[src/rtl/gray_updown_counter.sv]
// rtl/gray_updown_counter.sv - parametrised Gray-code up/down counter with step prescaler and load
//
// Purpose:
//   Counts in Gray code, one step every DIV enabled clock cycles, up or down,
//   with a synchronous Gray-value load. All outputs come straight from flops.
//
// Ports:
//   clk        rising-edge clock
//   rst_n      asynchronous active-low reset
//   en         count enable (prescaler and counter advance only while high)
//   up_dn      1 = count up, 0 = count down, sampled at each step
//   load       synchronous load strobe (beats a coincident step)
//   load_gray  Gray value loaded when load=1
//   gray_out   registered Gray count
//   bin_out    registered binary equivalent of gray_out
//   step       one-cycle pulse: gray_out changed by a count step
//   wrap       one-cycle pulse: that step wrapped around

module gray_updown_counter #(
  parameter int WIDTH = 4,
  parameter int DIV   = 2
) (
  input  logic             clk,
  input  logic             rst_n,
  input  logic             en,
  input  logic             up_dn,
  input  logic             load,
  input  logic [WIDTH-1:0] load_gray,
  output logic [WIDTH-1:0] gray_out,
  output logic [WIDTH-1:0] bin_out,
  output logic             step,
  output logic             wrap
);

  // Prescaler needs at least one bit even when DIV=1 (it then stays at 0).
  localparam int PW = (DIV > 1) ? $clog2(DIV) : 1;

  logic [PW-1:0]    presc;
  logic             tick;
  logic [WIDTH-1:0] bin_next;
  logic             wrap_next;

  function automatic logic [WIDTH-1:0] bin2gray(input logic [WIDTH-1:0] b);
    return b ^ (b >> 1);
  endfunction

  function automatic logic [WIDTH-1:0] gray2bin(input logic [WIDTH-1:0] g);
    logic [WIDTH-1:0] b;
    b = g;
    for (int i = WIDTH - 2; i >= 0; i--) begin
      b[i] = b[i+1] ^ g[i];
    end
    return b;
  endfunction

  // With DIV=1 presc never leaves 0, so this reduces to tick = en.
  assign tick = en && (presc == PW'(DIV - 1));

  always_comb begin
    bin_next  = bin_out;
    wrap_next = 1'b0;
    if (up_dn) begin
      bin_next  = bin_out + WIDTH'(1);
      wrap_next = &bin_out;
    end else begin
      bin_next  = bin_out - WIDTH'(1);
      wrap_next = ~|bin_out;
    end
  end

  // Prescaler: cleared by load or tick, held (not cleared) while en is low.
  always_ff @(posedge clk or negedge rst_n) begin
    if (!rst_n) begin
      presc <= '0;
    end else if (load || tick) begin
      presc <= '0;
    end else if (en) begin
      presc <= presc + PW'(1);
    end
  end

  // bin_out is the binary state itself, so it always tracks gray_out on the
  // same edge with no decode after the flops.
  always_ff @(posedge clk or negedge rst_n) begin
    if (!rst_n) begin
      bin_out  <= '0;
      gray_out <= '0;
      step     <= 1'b0;
      wrap     <= 1'b0;
    end else if (load) begin
      bin_out  <= gray2bin(load_gray);
      gray_out <= load_gray;
      step     <= 1'b0;
      wrap     <= 1'b0;
    end else if (tick) begin
      bin_out  <= bin_next;
      gray_out <= bin2gray(bin_next);
      step     <= 1'b1;
      wrap     <= wrap_next;
    end else begin
      step     <= 1'b0;
      wrap     <= 1'b0;
    end
  end

endmodule

[config.mk]
export PLATFORM = sky130hd
export DESIGN_NAME = gray_updown_counter
export DESIGN_NICKNAME = d
export VERILOG_FILES = /design/src/rtl/gray_updown_counter.sv
export SDC_FILE = /design/constraint.sdc
export NUM_CORES = 1
export LEC_CHECK = 0
export CORE_AREA = 2 2 43 45
export DETAILED_ROUTE_END_ITERATION = 8
export DIE_AREA = 0 0 45 47
export PLACE_DENSITY_LB_ADDON = 0.25
export SYNTH_ARGS = -nofsm -noshare
export SYNTH_HDL_FRONTEND = slang
export SYNTH_SLANG_ARGS = --single-unit
[constraint.sdc]
create_clock -name clk -period 2 [get_ports clk]
set_input_delay 0.3 -clock clk [delete_from_list [all_inputs] [get_ports clk]]
set_output_delay 0.3 -clock clk [all_outputs]
set_load 0.005 [all_outputs]
; Word level (Yosys, flattened, before mapping)
; Cells that the tools add are included.
[word_totals]
input_bits = 9
mem_bits_rw = 0
romBits = 0
out_inout_bits = 10
register_bits = 11
n_memories = 0
latchBits = 0
word_cells = 31
[op_classes]
eq_ne = 0
mux = 12
mul = 0
n_reduce_logical = 7
n_lt_le_gt_ge = 0
add_sub_neg = 3
div = 0
n_shift = 0
bitwise_logic = 4
[op_table]
columns = cell, count
row1 = $mux 4, 5
row2 = $mux 1, 7
row3 = $add 4x1->4 const B, 1
row4 = $reduce_and 4->1, 1
row5 = $reduce_bool 2->1, 2
row6 = $reduce_or 4->1, 1
row7 = $sub 4x1->4 const B, 1
row8 = $xor 4x3->4, 1
row9 = $xor 1x1->1, 3
row10 = $add 1x1->1 const B, 1
row11 = $logic_and 1x1->1, 1
row12 = $logic_not 1->1, 1
row13 = $logic_or 1x1->1, 1

; Logic depth before layout (Yosys ltp)
[depth]
ltp_word = 5
mapped_depth = 6

; Worst setup path before layout
; No wires, ideal clock.
[synth_timing]
path_kind = flip-flop to flip-flop
from = reg bin_out[0]
to = reg gray_out[2]
setup_time_ps = 69
arrival_ps = 1810
n_path_buf = 0
path_stages_with_launch = 7
slack_ps = 121
cell_sequence = dfrtp_1 inv_1 fa_1 xnor2_2 xnor2_1 or4b_1 nand3_1
[synth_via]
elab_chain_cells = 5
word_cells_on_any_way = 6
cone_classes = add/sub: 2 / mux: 3 / bitwise: 1
[synth_rtl]
columns = element, line
row1 = from (decl), 30  ; output logic [WIDTH-1:0] bin_out,
row2 = from (signal assigned), 91  ; bin_out <= gray2bin(load_gray);
row3 = from (signal assigned), 96  ; bin_out <= bin_next;
row4 = $sub 4x1->4 / $add 4x1->4 (equally long branches), "66, 63"
row5 = $mux 4 *, 62  ; if (up_dn) begin
row6 = $xor 4x3->4 *, 44  ; return b ^ (b >> 1);
row7 = $mux 4 *, 95  ; end else if (tick) begin
row8 = $mux 4 *, 90  ; end else if (load) begin
row9 = to (signal assigned), 92  ; gray_out <= load_gray;
row10 = to (signal assigned), 97  ; gray_out <= bin2gray(bin_next);
row11 = to (decl), 29  ; output logic [WIDTH-1:0] gray_out,
; Mark *: on every way between the ends. The rest lies on a longest branch, timed or not. The select of a mux whose other input is x is not followed.
; A chain may end at the register's enable or synchronous reset.

; Worst setup path after layout
; Ends and elaborated chain as after synthesis.

==> impl_metrics.py <==
metrics = {
    "critical_path": {
        "crit_path_top_delay_cell": "or4b_1",
        "cp.arrival_ns": 2.00,
        "endpoint_kind": "flop",
        "path_buf_inv": 1,
        "reg2reg_slack_ns": 0.21,
        "crit_path_max_fanout": 2,
        "criticalPathCategory": "flop to flop",
        "path_cells": "inv_1, fa_1, xnor2_2, xnor2_1, or4b_1, nand3_1",
        "worst_setup_path_start_kind": "flop",
        "max_stage_delay_ns": 0.47,
        "worstSetupPathDepth": 6,
        "cp.required_ns": 2.21,
        "critPathTopFamily": "simple AND/OR/NAND/NOR gates",
        "r2r_cells": 6,
    },
    "sta": {
        "fin_skew_ns": 0.00705,
        "rsz0062_at_grt": "no",
        "finalSetupViolCount": 0,
        "fmax_ghz": 0.560,
        "timing.final.crit_share_pct": 89.3,
        "worst_pin_slew_ns": 0.460,
        "post-route-min-period_ns": 1.79,
        "hold_viol_final": 0,
        "slew_headroom_pct": 69.2,
        "drv_slew": 0,
    },
    "die": {
        "core-area_um2": 1650,
        "die_h_um": 47,
        "initial_core_util_pct": 39.0,
        "die_area_um2": 2120,
        "io_pins": 19,
        "fp-row-count": 15,
        "dieWidth_um": 45,
    },
    "final_layout": {
        "final_cell_area_um2": 936,
        "final_util_pct": 56.7,
        "fill_cells": 159,
        "num-nets-final": 108,
        "insertedDiodeCount": 0,
        "final_cells": 112,
        "drive_gt1_share_pct": 18.9,
        "syn_to_final_growth_pct": 45.2,
    },
    "routing": {
        "wl_mm": 1.41,
        "vias_per_cell": 5.05,
        "drtIter0Drc": 8,
        "via_count": 566,
        "drc": 0,
        "wire_per_inst_um": 12.6,
        "drtAntennaViolNets": 0,
        "dr.pass1.iters": 4,
    },
    "clock_tree": {
        "cts_resized": 0,
        "clk_pin_slew_ns": 0.07,
        "cts_tree": "built",
        "postCtsSetupRepairBufs": 0,
        "numCtsBuffers": 3,
        "clkLatencyLatePin_ns": 0.27,
        "cts_num_sinks": 10,
        "root_buffer": "clkbuf_4",
        "cts_hold_buf": 0,
        "cts_buffer_depth": 2,
        "htree_levels": 1,
    },
    "synth": {
        "synth.distinct_cells": 26,
        "async_flop_share_pct": 100,
        "syn_nets": 81,
        "synthTopCellsByArea": "dfrtp_1 (39%), xnor2_1 (8.2%), mux2i_1 (4.7%)",
        "ys_seq_area_share_pct": 38.8,
        "ys_top_cells_by_count": "dfrtp_1 (10), nand2_1 (6), o21ai_0 (6), xnor2_1 (6)",
        "synthCells": 69,
        "syn-cell-area_um2": 644,
        "yosysMostFrequentCell": "dfrtp_1",
        "ys_seq_elements": 10,
        "synth_ff_type": "dfrtp_1",
        "synth_area_leader_cell": "dfrtp_1",
        "avgSynthCellArea_um2": 9.34,
        "yosys_warnings": 0,
        "synth_top_area_share_pct": 38.8,
        "synth-edff-count": 0,
    },
    "power_and_ir_drop": {
        "p_leak_nw": 0.405,
        "peakVddDrop_mv": 0.536,
        "power.total_w": 0.000820,
        "power_density_nw_per_um2": 876,
    },
    "global_routing": {
        "antenna_found_initial": 0,
        "grt_pass1_wl_mm": 2.35,
        "grt_remaining_overflow": 0,
        "grt_max_degree": 14,
        "grt_pass1_vias": 553,
        "grt_use_total_pct": 16.1,
    },
    "place": {
        "place_congestion": 0.732,
        "dp_hpwl_mm": 1.06,
        "port_buffers": 18,
        "placed_area_um2": 887,
        "dpl.cell_count": 108,
    },
    "job": {
        "cap_violations": 0,
    },
    "hold_path": {
        "worst_hold_path_type": "input pin to asynchronous set/reset pin",
    },
    "run_status": {
        "outcome": "finished, final reports clean",
    },
}
## path summary, 6_finish.rpt
| kind | from | end |
|---|---|---|
| max in group asynchronous | rst_n | gray_out[0] |
| max | bin_out[0] | gray_out[2] |
| max reg2reg | bin_out[0] | gray_out[2] |
| min reg2reg | presc | presc |
| min in group clk | presc | presc |
| min | rst_n | gray_out[3] |
## per-layer routing
| layer | routed length (um) | GRT usage, % | part of all wire (%) |
|---|---|---|---|
| met5 | 0 | 0 | 0 |
| met1 | 634 | 21.1 | 45 |
| met3 | 79 | 5.00 | 5.6 |
| met2 | 672 | 24.3 | 48 |
| met4 | 21 | 7.65 | 1.5 |
## registers in the layout (all words and copies together), names as in the netlist
signal and cells:
gray_out 4, wrap 1, presc 1, bin_out 3
step 1
## logic make-up (layout without fill, tap and decap cells)
family	Yosys count	count (layout)	share of synthesized area [%]
adders and majority gates	3	3	6.99
buffers and inverters	7	33	4.66
AOI/OAI and AO/OA	13	13	10.7
and+or+nand+nor	24	24	20.8
xor gates and xnor gates	9	9	13.4
DFF	10	10	38.8
muxes	3	3	4.66
## report_power, final
group,switching (W),total (W),internal (W)
sequential,0.0000226,0.000255,0.000232
combinational,0.000165,0.000381,0.000217
clock,0.0000733,0.000184,0.000111
total,0.000261,0.000820,0.000559
## through the flow
stage / setup WS, ns / hold slack (ns) / setup TNS, ns
global route: 0.111 / 0.380 / 0
finish: 0.215 / 0.344 / 0
CTS: 0.0111 / 0.360 / 0
detailed placement: -0.272 / 0.550 / -0.549
floorplan: 0.121 / 0.00441 / 0
global placement: -0.239 / 0.539 / -0.457
## area by class of cell
class | instances | area [um2] | share of cell area (%)
Multi-Input combinational cell | 52 | 374 | 40.0
Clock buffer | 4 | 36.3 | 3.88
Tap cell | 17 | 21.3 | 2.27
Timing Repair Buffer | 26 | 243 | 25.9
Inverter | 3 | 11.3 | 1.20
Sequential cell | 10 | 250 | 26.7
## cell usage in the layout, fill, tap and decap left out, drive strengths merged, types with 3 or more instances in the layout
master,n
inv,3
nor2,5
a21oi,5
mux2i,3
clkbuf,4
clkdlybuf4s50,17
o21ai,6
buf,8
xnor2,7
dfrtp,10
nand2,6
nor3,4
## worst register-to-register path: cells and delay by family (launching register included)
family | cells | cell delay, ns
adders and majority gates | 1 | 0.44
buffers and inverters | 1 | 0.07
and+or+nand+nor | 2 | 0.54
xor gates and xnor gates | 2 | 0.32
DFF | 1 | 0.35
(Power assumes the default switching activity.)
